[src/rtl/apb_timer_if.sv]
// APB completer-side bus bundle between the AXI-to-APB bridge and the timer.
// Latency: none; this file only groups wires.
// Backpressure: none; pready is driven by the completer.
// Ports: psel/penable/pwrite/paddr/pwdata from the bridge; prdata/pready back to it.
interface apb_timer_if #(
  parameter int ADDR_WIDTH = 32,
  parameter int DATA_WIDTH = 32
);
  logic                  psel;
  logic                  penable;
  logic                  pwrite;
  logic [ADDR_WIDTH-1:0] paddr;
  logic [DATA_WIDTH-1:0] pwdata;
  logic [DATA_WIDTH-1:0] prdata;
  logic                  pready;

  modport master (
    output psel, penable, pwrite, paddr, pwdata,
    input  prdata, pready
  );

  modport slave (
    input  psel, penable, pwrite, paddr, pwdata,
    output prdata, pready
  );
endinterface

[src/rtl/apb_timer.sv]
// APB timer: prescaled 32-bit up-counter with compare match, overflow and level irq.
// Latency: zero-wait-state APB (pready = psel & penable); irq registered one cycle after status.
// Backpressure: none; every access completes in its access phase.
// Ports: clk, rst_n (async active-low), apb (slave modport of apb_timer_if), irq (level).
module apb_timer #(
  parameter int ADDR_WIDTH     = 32,
  parameter int DATA_WIDTH     = 32,
  parameter int PRESCALE_WIDTH = 16
) (
  input  logic       clk,
  input  logic       rst_n,
  apb_timer_if.slave apb,
  output logic       irq
);

  localparam int PW = PRESCALE_WIDTH;
  localparam logic [DATA_WIDTH-1:0] ALL_ONES = '1;

  // Register state
  logic                  ctrl_en, ctrl_ar, ctrl_ie;
  logic [DATA_WIDTH-1:0] count, compare;
  logic                  st_match, st_ovf;
  logic [PW-1:0]         prescale, pre_cnt;

  // Address decode; only paddr[7:0] matter
  logic [1:0] lane;
  logic [5:0] word;
  logic       unused_paddr;
  assign lane         = apb.paddr[1:0];
  assign word         = apb.paddr[7:2];
  assign unused_paddr = ^apb.paddr[ADDR_WIDTH-1:8];

  logic wr, wr_ctrl, wr_count, wr_compare, wr_status, wr_prescale;
  assign wr          = apb.psel & apb.penable & apb.pwrite;
  assign wr_ctrl     = wr & (word == 6'd0);
  assign wr_count    = wr & (word == 6'd1);
  assign wr_compare  = wr & (word == 6'd2);
  assign wr_status   = wr & (word == 6'd3);
  assign wr_prescale = wr & (word == 6'd4);

  // Byte-lane write data: offset 0 is a full word, otherwise only lane n
  // is written and it takes pwdata[7:0] (bridge right-aligns sub-word data).
  logic [DATA_WIDTH-1:0] wmask, wval;
  always_comb begin
    wmask = '1;
    wval  = apb.pwdata;
    if (lane != 2'd0) begin
      wmask = DATA_WIDTH'(8'hFF) << {lane, 3'b000};
      wval  = DATA_WIDTH'(apb.pwdata[7:0]) << {lane, 3'b000};
    end
  end

  // Prescaler tick and counter events
  logic tick, cmp_eq, match_set, ovf_set;
  assign tick      = ctrl_en & (pre_cnt == prescale);
  assign cmp_eq    = (count == compare);
  assign match_set = tick & cmp_eq;
  assign ovf_set   = tick & ~cmp_eq & (count == ALL_ONES);

  // Next-state values
  logic [DATA_WIDTH-1:0] count_d, compare_d;
  logic [PW-1:0]         prescale_d, pre_cnt_d;
  logic [2:0]            ctrl_d;
  logic [1:0]            clr;

  always_comb begin
    count_d = count;
    if (tick) begin
      if (cmp_eq)                count_d = ctrl_ar ? '0 : count;
      else if (count == ALL_ONES) count_d = '0;
      else                        count_d = count + DATA_WIDTH'(1);
    end
    // A bus write to COUNT overrides whatever the tick would have done
    if (wr_count) count_d = (count & ~wmask) | (wval & wmask);

    compare_d = compare;
    if (wr_compare) compare_d = (compare & ~wmask) | (wval & wmask);

    prescale_d = prescale;
    if (wr_prescale) prescale_d = (prescale & ~wmask[PW-1:0]) | (wval[PW-1:0] & wmask[PW-1:0]);

    // CTRL bits live in byte lane 0 only
    ctrl_d = {ctrl_ie, ctrl_ar, ctrl_en};
    if (wr_ctrl && wmask[0]) ctrl_d = wval[2:0];
    // One-shot match disables the timer even if the bus writes EN this cycle
    if (match_set && !ctrl_ar) ctrl_d[0] = 1'b0;

    clr = (wr_status && wmask[0]) ? wval[1:0] : 2'b00;

    // Held at 0 while disabled, so an EN 0->1 write always starts from 0.
    // A PRESCALE lowered below pre_cnt lets pre_cnt run on to its natural wrap.
    pre_cnt_d = '0;
    if (ctrl_en && !tick) pre_cnt_d = pre_cnt + PW'(1);
  end

  always_ff @(posedge clk or negedge rst_n) begin
    if (!rst_n) begin
      ctrl_en  <= 1'b0;
      ctrl_ar  <= 1'b0;
      ctrl_ie  <= 1'b0;
      count    <= '0;
      compare  <= '0;
      st_match <= 1'b0;
      st_ovf   <= 1'b0;
      prescale <= '0;
      pre_cnt  <= '0;
      irq      <= 1'b0;
    end else begin
      {ctrl_ie, ctrl_ar, ctrl_en} <= ctrl_d;
      count    <= count_d;
      compare  <= compare_d;
      prescale <= prescale_d;
      pre_cnt  <= pre_cnt_d;
      // Hardware set beats a same-cycle W1C
      st_match <= (st_match & ~clr[0]) | match_set;
      st_ovf   <= (st_ovf   & ~clr[1]) | ovf_set;
      irq      <= ctrl_ie & (st_match | st_ovf);
    end
  end

  // Read path: combinational, shifted down by the byte offset
  logic [DATA_WIDTH-1:0] rd_reg;
  always_comb begin
    rd_reg = '0;
    case (word)
      6'd0:    rd_reg = DATA_WIDTH'({ctrl_ie, ctrl_ar, ctrl_en});
      6'd1:    rd_reg = count;
      6'd2:    rd_reg = compare;
      6'd3:    rd_reg = DATA_WIDTH'({st_ovf, st_match});
      6'd4:    rd_reg = DATA_WIDTH'(prescale);
      default: rd_reg = '0;
    endcase
  end

  assign apb.prdata = (apb.psel & ~apb.pwrite) ? (rd_reg >> {lane, 3'b000}) : '0;
  assign apb.pready = apb.psel & apb.penable;

endmodule

[src/flat_wrapper.sv]
// flat-port wrapper written by rule: the top's interface ports become plain ports
module apb_timer_flat 
#(
  parameter int ADDR_WIDTH     = 32,
  parameter int DATA_WIDTH     = 32,
  parameter int PRESCALE_WIDTH = 16
)
  (clk, rst_n, irq, apb_psel, apb_penable, apb_pwrite, apb_paddr, apb_pwdata, apb_prdata, apb_pready);
  apb_timer_if #(.ADDR_WIDTH(ADDR_WIDTH), .DATA_WIDTH(DATA_WIDTH)) apb_i ();
  input  logic clk;
  input  logic rst_n;
  output logic irq;
  input wire logic [$bits(apb_i.psel)-1:0] apb_psel;
  input wire logic [$bits(apb_i.penable)-1:0] apb_penable;
  input wire logic [$bits(apb_i.pwrite)-1:0] apb_pwrite;
  input wire logic [$bits(apb_i.paddr)-1:0] apb_paddr;
  input wire logic [$bits(apb_i.pwdata)-1:0] apb_pwdata;
  output wire logic [$bits(apb_i.prdata)-1:0] apb_prdata;
  output wire logic [$bits(apb_i.pready)-1:0] apb_pready;
  assign apb_i.psel = apb_psel;
  assign apb_i.penable = apb_penable;
  assign apb_i.pwrite = apb_pwrite;
  assign apb_i.paddr = apb_paddr;
  assign apb_i.pwdata = apb_pwdata;
  assign apb_prdata = apb_i.prdata;
  assign apb_pready = apb_i.pready;
  apb_timer #(.ADDR_WIDTH(ADDR_WIDTH), .DATA_WIDTH(DATA_WIDTH), .PRESCALE_WIDTH(PRESCALE_WIDTH)) u_core (.clk(clk), .rst_n(rst_n), .apb(apb_i), .irq(irq));
endmodule
[config.mk]
export PLATFORM = sky130hd
export DESIGN_NAME = apb_timer_flat
export DESIGN_NICKNAME = d
export VERILOG_FILES = /design/src/rtl/apb_timer_if.sv /design/src/rtl/apb_timer.sv /design/src/flat_wrapper.sv
export SDC_FILE = /design/constraint.sdc
export NUM_CORES = 1
export LEC_CHECK = 0
export BUFFER_PORTS_ARGS = -buffer_cell sky130_fd_sc_hd__buf_4
export CORE_MARGIN = 2
export CORE_UTILIZATION = 30
export DETAILED_ROUTE_END_ITERATION = 8
export GPL_TIMING_DRIVEN = 0
export PLACE_DENSITY_LB_ADDON = 0.12
export SYNTH_ARGS = -nofsm -noshare
export SYNTH_HDL_FRONTEND = slang
export SYNTH_SLANG_ARGS = --single-unit
[constraint.sdc]
create_clock -name clk -period 3.7 [get_ports clk]
set_input_delay 0.74 -clock clk [delete_from_list [all_inputs] [get_ports clk]]
set_output_delay 0.74 -clock clk [all_outputs]
set_load 0.01 [all_outputs]
==> results.txt, run 1 <==
The slack of the worst reg-to-reg path came out at 450 ps. The die boundary height came out at 153 µm. In this design, the largest share of critical-path delay is due to buffers and inverters. A synthesized cell averages 8.69 µm². The path category of the worst min-delay check is primary input to async pin. By instance count, the leading cell after synthesis is sky130_fd_sc_hd__dfrtp_1.

The number of standard-cell rows in the floorplan is 54. The static power due to leakage is 3.33 nW. The signal arrival time at the worst endpoint came out at 2860 ps. The via count of the first global-routing pass came out at 6359.

Ranked by total cell area, the synthesized netlist is headed by sky130_fd_sc_hd__dfrtp_1 (38%), sky130_fd_sc_hd__xor2_1 (5.4%), sky130_fd_sc_hd__nor2_1 (4.7%), sky130_fd_sc_hd__a22oi_1 (4.6%), sky130_fd_sc_hd__mux2_2 (3.9%). The total power consumption of the routed design is 0.00246 W. The remaining max-slew budget at the tightest pin is 47.7%.

Across all layers, the routed design uses 6582 vias. The setup slack of the critical path after layout came out at 101 ps. Sequential elements use 38.2% of the synthesized area. After legalization and detailed placement, the total HPWL measured 20900 µm. CTS saw 102 sinks. The routed wirelength normalized by instance count is 23.7 µm. The post-synth design cell area is 6680 µm². The finished cells cover 8050 µm². The async set or reset register ratio after synthesis came out at 100%.

The area growth from synthesis to final layout came out at 20.5%. The residual antenna-violating net count after detailed routing came out at 0. The maximum number of pins on one net before global-route repair came out at 103. The number of buffer and inverter instances along the worst setup path is 4. TritonCTS built the clock tree. The clock tree skew after final layout is 7.27 ps. Clock tree synthesis selected as its root buffer the cell sky130_fd_sc_hd__clkbuf_16. For the pin with the worst max-slew slack, the measured transition is 779 ps. The biggest area consumer among synthesized cells is sky130_fd_sc_hd__dfrtp_1.

The net count of the finished layout is 937. Counting every net in the synthesized netlist gives 843. The worst vdd rail ir drop came out at 0.186 mV. The maximum root-to-sink buffer count is 2. The clock-pin transition on the worst setup and hold timing paths is 70 ps. The total I/O pin count is 103.

The placeable core region is 21800 µm². In the routed layout, each cell is associated on average with a via count of 5.74. During synthesis, Yosys emitted a total of 0 warnings. The maximum fanout along the worst path came out at 10. The post-cts hold buffer count came out at 0. The total count of max-transition violations in the final report came to 0. The largest incremental delay on the critical path is 340 ps.

Synthesis inferred 102 register bits. The effective utilization at floorplan is 30.6%. The final core area utilization is 36.9%. The later pin in the worst-skew pair is clocked with a latency of 360 ps. The signal on the critical path passes through buf_4, nor4_4, nand2_1, nor2_4, clkbuf_2, a222oi_1, buf_4, a21oi_1, a21oi_1, a21oi_1, buf_4. The cell area reported after detailed placement is 7620 µm². The global-route wire length before repair came out at 41100 µm. In this run the horizontal extent of the chip is 153 µm. The data required time at the worst endpoint came out at 2960 ps. The count of inserted antenna diode cells came out at 0. In the final layout, the share of cells above drive strength 1 is 19.6%. The run finished with clean final reports.

The prevailing post-synth register cell is sky130_fd_sc_hd__dfrtp_1. The detailed-route wire length is 27200 µm. The number of max-cap violations came out at 0.

The DRC marker count from the first detailed-route iteration is 568. The worst slack at placement came out at -428 ps. The number of cell instances on the worst register-to-register path is 8. The H-tree was split into 3 levels.

For the finished layout, the period the worst path requires is 3600 ps. The initial antenna violation count is 0. The type of the worst setup path is primary input to primary output. Dividing total power by cell area gives a power density of 306 nW/µm². The total of fill cells in the finished design came out at 2247. The final worst-path cycle share came out at 97.3%. In the synthesized netlist, the cells that appear most often are sky130_fd_sc_hd__dfrtp_1 (102), sky130_fd_sc_hd__nor2_1 (84), sky130_fd_sc_hd__nand2_1 (68). The total track usage came out at 23.2%.

The total die area came out at 23500 µm². The number of detailed-route iterations in the first pass is 5. The standard cell with the maximum stage delay on the critical path is sky130_fd_sc_hd__nor4_4. The setup TNS is 0 ps.

The worst setup path is launched from a primary input. The CTS buffer count is 9. The final-report hold violation count is 0. After detailed routing, the number of remaining DRC violations is 0. The number of unique standard cell types used by synthesis came out at 64. The top cell type's share of synthesized area came out at 38.2%. For this run, the top clock speed supported by timing is 0.278 GHz.

STA classifies the critical path endpoint as a primary output. At the end of routability-driven placement, the weighted congestion stood at 0.932. The count of flip-flops with a built-in enable after synthesis is 0. The overall overflow remaining after global route is 0. The number of port buffers came out at 78. The synthesized netlist cell count is 769. The final count of negative-setup-slack endpoints came out at 0.
placed cells by master (no fill, tap or decap), types with 11 or more instances in the layout:
| cell | count |
|---|---|
| sky130_fd_sc_hd__o22ai_1 | 18 |
| sky130_fd_sc_hd__a22oi_1 | 41 |
| sky130_fd_sc_hd__nand4_1 | 12 |
| sky130_fd_sc_hd__o32a_1 | 12 |
| sky130_fd_sc_hd__mux2_2 | 23 |
| sky130_fd_sc_hd__nor2_1 | 83 |
| sky130_fd_sc_hd__a21oi_1 | 43 |
| sky130_fd_sc_hd__buf_2 | 11 |
| sky130_fd_sc_hd__nand3_1 | 33 |
| sky130_fd_sc_hd__inv_1 | 21 |
| sky130_fd_sc_hd__nor3_1 | 15 |
| sky130_fd_sc_hd__nand2_1 | 68 |
| sky130_fd_sc_hd__clkbuf_1 | 22 |
| sky130_fd_sc_hd__xnor2_1 | 21 |
| sky130_fd_sc_hd__o21ai_0 | 44 |
| sky130_fd_sc_hd__and3_1 | 14 |
| sky130_fd_sc_hd__xor2_1 | 41 |
| sky130_fd_sc_hd__dfrtp_1 | 102 |
| sky130_fd_sc_hd__buf_4 | 86 |
report_power, final:
group	switching [W]	leakage (nW)	internal, W	total, W
combinational	0.000159	1.85	0.0000926	0.000251
clock	0.000456	0.145	0.000593	0.00105
sequential	0.0000293	1.34	0.00113	0.00116
how the worst max path moves through the flow:
| stage | start | end | slack, ps | depth (start not counted) |
|---|---|---|---|---|
| after global routing | apb_paddr[1] | register | -2 | 11 |
| final | apb_paddr[5] | apb_prdata[3] | 100 | 11 |
| after CTS | apb_paddr[2] | apb_prdata[13] | 0.8 | 10 |
| after floorplan | apb_paddr[5] | apb_prdata[0] | 550 | 8 |
| after detailed placement | apb_paddr[1] | register | -430 | 9 |
| after global placement | apb_paddr[1] | register | -470 | 9 |
through the flow:
stage | hold slack, ps | std cells
floorplan | 444 | 769
global placement | 506 | 1127
detailed placement | 516 | 1127
CTS | 538 | 1143
global route | 148 | 1147
finish | 163 | 1147
cell type report:
class | count | area [µm²] | share of cell area, %
clock buffers | 10 | 229 | 2.84
flip-flops and latches | 102 | 2550 | 31.7
well taps | 280 | 350 | 4.35
multi-input cells | 597 | 3860 | 48.0
clock inverters | 5 | 83.8 | 1.04
repair buffers | 84 | 654 | 8.13
inverters | 21 | 78.8 | 0.979
plain buffers | 48 | 235 | 2.92
kinds of logic after synthesis:
group	Yosys count	synth area share, %
adders and majority gates	5	0.937
and+or+nand+nor	280	20.6
AOI/OAI and AO/OA	226	23.6
DFF	102	38.2
muxes	24	4.03
buffers and inverters	70	4.50
xor gates and xnor gates	62	8.13
timing repair:
action,CTS,global route
gates resized for setup,11,11
endpoints found under the setup margin,42,76
pin swaps,1,4
setup buffers,1,4
metal layers:
layer	up-vias	wire length (µm)	part of all wire, %	track usage, %
met3	50	1780	6.6	4.59
met1	3231	12000	44	31.2
met2	276	12500	46	37.0
met5	-	0	0	0
met4	0	937	3.4	8.64
li1	3025	-	-	-
Note: power is estimated with default switching activity, not from simulation.
==> run 2, diff against run 1 <==
Settings changed: CORE_ASPECT_RATIO from default to 1.25, CORE_UTILIZATION 30 to 58.
==> results.txt, run 2 (synthesized netlist as in run 1, its figures left out) <==
The total clock sinks is 102 (unchanged). The total of fill cells in the finished design came out at 916 (was 2247). The slew at the pin with the worst max-slew slack is 1030 ps (was 779 ps). The final count of negative-setup-slack endpoints is 0 (unchanged).

The cell area reported after detailed placement came out at 7430 µm² (was 7620 µm²). The H-tree depth reported by CTS came to 3 (unchanged). The CTS buffer count is 9 (unchanged). The most common library cell in the layout ignoring fill and taps is sky130_fd_sc_hd__dfrtp_1 (unchanged). The minimum clock period after layout came out at 3630 ps (was 3600 ps). The total count of max-transition violations in the final report is 0 (unchanged). The maximum fanout along the worst path is 10 (unchanged). The x dimension of the die came to 100 µm (was 153 µm). The startpoint type of the worst setup path is a primary input (unchanged). The signal arrival time at the worst endpoint is 2890 ps (was 2860 ps). The cell count after placement came out at 982 (was 1127). The latest clock arrival within the worst-skew pair came out at 360 ps (about the same). The final-report hold violation count is 0 (unchanged). The total track usage came to 39.6% (was 23.2%). Setup repair after global routing left no endpoint under its margin. The number of standard-cell rows in the floorplan is 43 (was 54).

The area growth from synthesis to final layout came out at 17.0% (was 20.5%). The total I/O pin count is 103 (unchanged). The path category of the worst min-delay check is primary input to async pin (unchanged). Cells along the critical path: buf_4, nor2b_1, and2_1, buf_2, clkbuf_2, a222oi_1, o22ai_1, a22oi_1, nor2_1, buf_4 (was buf_4, nor4_4, nand2_1, nor2_4, clkbuf_2, a222oi_1, buf_4, a21oi_1, a21oi_1, a21oi_1, buf_4). The via count of the first global-routing pass came out at 6639 (was 6359).

The weighted congestion at the end of routability-driven global placement came to 1.05 (was 0.932). The post-route DRC violation count came out at 0 (unchanged). The count of inserted antenna diode cells is 0 (unchanged). The number of detailed-route iterations in the first pass came out at 5 (unchanged). The static power due to leakage came out at 3.30 nW (was 3.33 nW).

The total die area is 12400 µm² (was 23500 µm²). The DRC marker count from the first detailed-route iteration was 790 (was 568). The maximum root-to-sink buffer count is 2 (unchanged). The CTS tree is yes (unchanged). The element type at the critical path end is a primary output (unchanged). The slack of the worst reg-to-reg path is 400 ps (was 450 ps). The detailed-route wire length is 24400 µm (was 27200 µm).

Top library cells by usage in the layout, fill and taps aside: sky130_fd_sc_hd__dfrtp_1 (102), sky130_fd_sc_hd__nor2_1 (83), sky130_fd_sc_hd__buf_4 (81) (was sky130_fd_sc_hd__dfrtp_1 (102), sky130_fd_sc_hd__buf_4 (86), sky130_fd_sc_hd__nor2_1 (83)). The clock tree skew after final layout is 11.8 ps (was 7.27 ps). The global-route wire length before repair is 36500 µm (was 41100 µm). The final design area excluding fillers came to 7810 µm² (was 8050 µm²).

The die boundary height came out at 124 µm (was 153 µm). The total power consumption of the routed design came out at 0.00242 W (was 0.00246 W). The worst vdd rail ir drop is 0.235 mV (was 0.186 mV).

The clock root buffer is sky130_fd_sc_hd__clkbuf_16 (unchanged). The final worst-path cycle share is 98.2% (was 97.3%). The count of vias placed by the detailed router came out at 7019 (was 6582). The setup TNS is 0 ps (unchanged). The effective utilization at floorplan is 59.7% (was 30.6%). The number of cell instances on the worst register-to-register path came out at 8 (unchanged). The data required time at the worst endpoint came out at 2960 ps (about the same).

The type of the worst setup path is primary input to primary output (unchanged). The residual antenna-violating net count after detailed routing is 0 (unchanged). The final core area utilization came out at 69.8% (was 36.9%). The number of nets in the layout came out at 933 (was 937). The most frequent cell on the critical path is sky130_fd_sc_hd__buf_4.

The timing-limited maximum frequency is 0.275 GHz (was 0.278 GHz). The standard cell with the maximum stage delay on the critical path was sky130_fd_sc_hd__a222oi_1 (was sky130_fd_sc_hd__nor4_4). The detailed-placement wirelength estimate is 18500 µm (was 20900 µm). The placeable core region is 11200 µm² (was 21800 µm²). The post-cts hold buffer count came out at 0 (unchanged). The remaining max-slew budget at the tightest pin is 30.5% (was 47.7%). The average via count per standard cell is 7.03 (was 5.74).

The number of port buffers came out at 78 (unchanged). The initial antenna violation count came to 0 (unchanged). The maximum number of pins on one net before global-route repair is 103 (unchanged). The final cell count without fillers is 999 (was 1147).

The routed wirelength normalized by instance count came out at 24.4 µm (was 23.7 µm). The overall overflow remaining after global route is 0 (unchanged). The power density relative to cell area came out at 310 nW/µm² (was 306 nW/µm²). The ratio of cells with drive above 1 in the final layout is 18.6% (was 19.6%). Outcome: completed (unchanged). The number of max-cap violations was 0 (unchanged). The largest incremental delay on the critical path came out at 700 ps (was 340 ps).

The clock-pin transition on the worst setup and hold timing paths is 70 ps (about the same).
==> run 2: area by class of cell <==
type	instances	area (µm²)	area share [%]
multi-input cells	597	3840	49.2
flip-flops and latches	102	2550	32.7
repair buffers	80	624	7.99
clock buffers	10	239	3.06
plain buffers	48	230	2.95
well taps	135	169	2.16
inverters	21	78.8	1.01
clock inverters	6	75.1	0.961
==> run 2: worst max path at each step <==
stage	cells after the start	from	endpoint	slack, ps
3_3_place_gp	9	apb_paddr[5]	apb_prdata[2]	-380
4_1_cts	9	apb_paddr[5]	apb_prdata[2]	20
2_1_floorplan	8	apb_paddr[5]	apb_prdata[0]	550
5_1_grt	9	apb_paddr[5]	apb_prdata[2]	3
6_report	10	apb_paddr[2]	apb_prdata[9]	70
3_5_place_dp	9	apb_paddr[5]	apb_prdata[2]	-430
==> run 2: per-stage QoR <==
stage / worst slack (ps) / hold WS, ps
2_1_floorplan: 545 / 444
3_3_place_gp: -382 / 486
4_1_cts: 23.1 / 512
3_5_place_dp: -433 / 496
5_1_grt: 3.39 / 162
6_report: 67.3 / 168
==> run 2: where the power goes <==
| group | total (W) | switching (W) | internal (W) |
|---|---|---|---|
| clock | 0.00102 | 0.000461 | 0.000555 |
| combinational | 0.000242 | 0.000151 | 0.0000910 |
| sequential | 0.00116 | 0.0000292 | 0.00113 |
==> run 2: what timing repair did <==
action,4_1_cts,5_1_grt
setup buffers,0,1
endpoints found under the setup margin,26,43
pin swaps,0,4
gates resized for setup,7,7
gates cloned,0,0
==> run 2: worst max-delay path: cells and delay by family <==
family / cells / cell delay (ps)
AND/OR/NAND/NOR: 3 / 340
AO/OA/AOI/OAI: 3 / 1100
buffers and inverters: 4 / 700
==> run 2: per-layer routing <==
| metal | track usage (%) | routed length [µm] |
|---|---|---|
| met3 | 7.52 | 2430 |
| met1 | 51.4 | 9480 |
| met2 | 63.6 | 11300 |
| met5 | 0 | 0 |
| met4 | 19.9 | 1200 |
==> run 3, diff against run 2 <==
==> constraint.sdc (replaced) <==
create_clock -name clk -period 3.7 [get_ports clk]
set_input_delay 0.74 -clock clk [delete_from_list [all_inputs] [get_ports clk]]
set_output_delay 0.74 -clock clk [all_outputs]
set_load 0.02 [all_outputs]
==> results.txt, run 3 (synthesized netlist as in run 1, its figures left out) <==
Outcome: completed (unchanged). The number of cell instances on the worst register-to-register path is 8 (unchanged). The area growth from synthesis to final layout came out at 17.1% (was 17.0%).

The total die area came out at 12400 µm² (unchanged). The die boundary height is 124 µm (unchanged). Top library cells by usage in the layout, fill and taps aside: sky130_fd_sc_hd__dfrtp_1 (102), sky130_fd_sc_hd__nor2_1 (83), sky130_fd_sc_hd__buf_4 (81) (unchanged). The CTS tree is yes (unchanged).

The total count of max-transition violations in the final report is 0 (unchanged). The number of max-cap violations came to 0 (unchanged). The placeable core region is 11200 µm² (unchanged).

The number of nets in the layout came out at 933 (unchanged). The number of detailed-route iterations in the first pass is 5 (unchanged). The ratio of cells with drive above 1 in the final layout came to 19.0% (was 18.6%). The static power due to leakage came to 3.31 nW (was 3.30 nW). The via count of the first global-routing pass is 6639 (unchanged).

The CTS buffer count is 9 (unchanged). The type of the worst setup path is primary input to primary output (unchanged). The residual antenna-violating net count after detailed routing is 0 (unchanged). The share of total power in combinational logic came out at 10.1% (was 10.0%). The number of buffer and inverter instances along the worst setup path came to 4 (unchanged). The total met3 wirelength after detailed routing is 2350 µm (was 2430 µm).

The DRC marker count from the first detailed-route iteration is 819 (was 790). The effective utilization at floorplan came out at 59.7% (unchanged). The average via count per standard cell came out at 6.94 (was 7.03). The latest clock arrival within the worst-skew pair is 360 ps (about the same). The data required time at the worst endpoint came out at 2960 ps (about the same). The count of inserted antenna diode cells is 0 (unchanged). The length of routed wiring on met1 came out at 9370 µm (was 9480 µm). The maximum number of pins on one net before global-route repair came to 103 (unchanged). The weighted congestion at the end of routability-driven global placement is 1.05 (unchanged). The number of port buffers is 78 (unchanged). The final worst-path cycle share was 97.8% (was 98.2%). The post-route DRC violation count was 0 (unchanged).

The slew at the pin with the worst max-slew slack came out at 1020 ps (was 1030 ps). The count of vias placed by the detailed router is 6931 (was 7019). The clock-pin transition on the worst setup and hold timing paths is 70 ps (about the same). The startpoint type of the worst setup path was a primary input (unchanged). The worst vdd rail ir drop was 0.236 mV (was 0.235 mV). The clock root buffer was sky130_fd_sc_hd__clkbuf_16 (unchanged). The path category of the worst min-delay check is primary input to async pin (unchanged). The timing-limited maximum frequency is 0.276 GHz (was 0.275 GHz). The met2 wire length came out at 11300 µm (about the same).

The element type at the critical path end is a primary output (unchanged). The final cell count without fillers was 999 (unchanged). The number of logic stages on the critical path including buffering came out at 10 (unchanged). The setup TNS is 0 ps (unchanged). The highest signal layer in the routed design is met4 (unchanged). The signal arrival time at the worst endpoint came out at 2880 ps (was 2890 ps).

The most common library cell in the layout ignoring fill and taps was sky130_fd_sc_hd__dfrtp_1 (unchanged). The overall overflow remaining after global route came out at 0 (unchanged). The total I/O pin count is 103 (unchanged).

The power density relative to cell area came out at 309 nW/µm² (was 310 nW/µm²). The number of standard-cell rows in the floorplan came out at 43 (unchanged). The clock share of power is 41.8% (was 42.0%). The switching portion of total power is 26.5% (about the same). The routed wirelength normalized by instance count is 24.4 µm (about the same). The total track usage came out at 39.6% (unchanged). The detailed-placement wirelength estimate is 18500 µm (unchanged). The total clock sinks came to 102 (unchanged). The x dimension of the die came to 100 µm (unchanged).

The maximum root-to-sink buffer count was 2 (unchanged). The cell count after placement came out at 982 (unchanged). The standard cell with the maximum stage delay on the critical path is sky130_fd_sc_hd__a222oi_1 (unchanged). The remaining max-slew budget at the tightest pin was 31.3% (was 30.5%). The most frequent cell on the critical path was sky130_fd_sc_hd__buf_4 (unchanged). The final-report hold violation count came to 0 (unchanged). The final count of negative-setup-slack endpoints came to 0 (unchanged). The post-cts hold buffer count is 0 (unchanged).

The global-route wire length before repair is 36500 µm (unchanged). The slack of the worst reg-to-reg path is 410 ps (was 400 ps). The share of power burned in registers came out at 48.1% (was 48.0%). The critical path's top delay family was compound AO/OA/AOI/OAI gates (unchanged). The detailed-route wire length is 24400 µm (about the same).

The H-tree depth reported by CTS came to 3 (unchanged). The net load switching power is 0.000640 W (was 0.000641 W). The minimum clock period after layout came to 3620 ps (was 3630 ps). The internal power of the cells is 0.00178 W (about the same). The largest incremental delay on the critical path is 690 ps (was 700 ps).

The maximum fanout along the worst path is 10 (unchanged). The initial antenna violation count came out at 0 (unchanged). Cells along the critical path: buf_4, nor2b_1, and2_1, buf_2, clkbuf_2, a222oi_1, o22ai_1, a22oi_1, nor2_1, buf_4 (unchanged). The clock tree skew after final layout was 11.4 ps (was 11.8 ps).
[run 3: changes by cell type in the layout (fill, tap and decap cells not counted)]
| cell | previous run | this run |
|---|---|---|
| sky130_fd_sc_hd__a221oi_1 | 5 | 4 |
| sky130_fd_sc_hd__a221oi_2 | 0 | 1 |
| sky130_fd_sc_hd__and3_1 | 15 | 14 |
| sky130_fd_sc_hd__and3_2 | 0 | 1 |
| sky130_fd_sc_hd__clkbuf_1 | 25 | 24 |
| sky130_fd_sc_hd__clkbuf_2 | 4 | 5 |
[run 3: area by class of cell]
cell class / instances / area (µm²)
Buffer: 48 / 231
Sequential cell: 102 / 2550
Clock inverter: 6 / 75.1
Multi-Input combinational cell: 597 / 3850
Fill cell: 912 / 3370
Tap cell: 135 / 169
Timing Repair Buffer: 80 / 624
Clock buffer: 10 / 239
Inverter: 21 / 78.8
[run 3: layer usage]
metal / vias to the layer above / GRT usage (%)
li1: 3019 / -
met1: 3323 / 51.4
met2: 489 / 63.6
met3: 100 / 7.52
met4: 0 / 19.9
met5: - / 0
[run 3: worst max path at each step]
stage                    end          from  slack, ps
6_report       apb_prdata[9]  apb_paddr[2]         80
5_1_grt             register  apb_paddr[1]         -6
4_1_cts        apb_prdata[2]  apb_paddr[5]          3
3_5_place_dp   apb_prdata[2]  apb_paddr[5]       -450
3_3_place_gp   apb_prdata[2]  apb_paddr[5]       -400
2_1_floorplan  apb_prdata[7]  apb_paddr[5]        370
[run 3: what timing repair did]
item,4_1_cts,5_1_grt
endpoints found under the setup margin,28,44
gates resized for setup,7,11
setup buffers,0,1
pin swaps,0,5
[run 3: metrics by stage]
step | setup WS (ps) | util, % | total power, W | hold slack, ps | cell area [µm²]
after global placement | -403 | 66.4 | 0.00141 | 486 | 7430
after floorplan | 366 | - | 0.00128 | 444 | 6680
after detailed placement | -453 | 66.4 | 0.00141 | 496 | 7430
after global routing | -6.34 | 69.9 | 0.00247 | 162 | 7820
final | 81.9 | 69.9 | 0.00242 | 172 | 7820
after CTS | 2.71 | 69.4 | 0.00240 | 512 | 7760
[run 3: power groups by stage]
| stage | clock network [W] | logic (W) | registers, W |
|---|---|---|---|
| 6_report | 0.00101 | 0.000245 | 0.00116 |
| 5_1_grt | 0.00105 | 0.000259 | 0.00116 |
| 4_1_cts | 0.00101 | 0.000231 | 0.00116 |
| 3_5_place_dp | 0 | 0.000230 | 0.00118 |
| 3_3_place_gp | 0 | 0.000227 | 0.00118 |
| 2_1_floorplan | 0 | 0.000109 | 0.00117 |
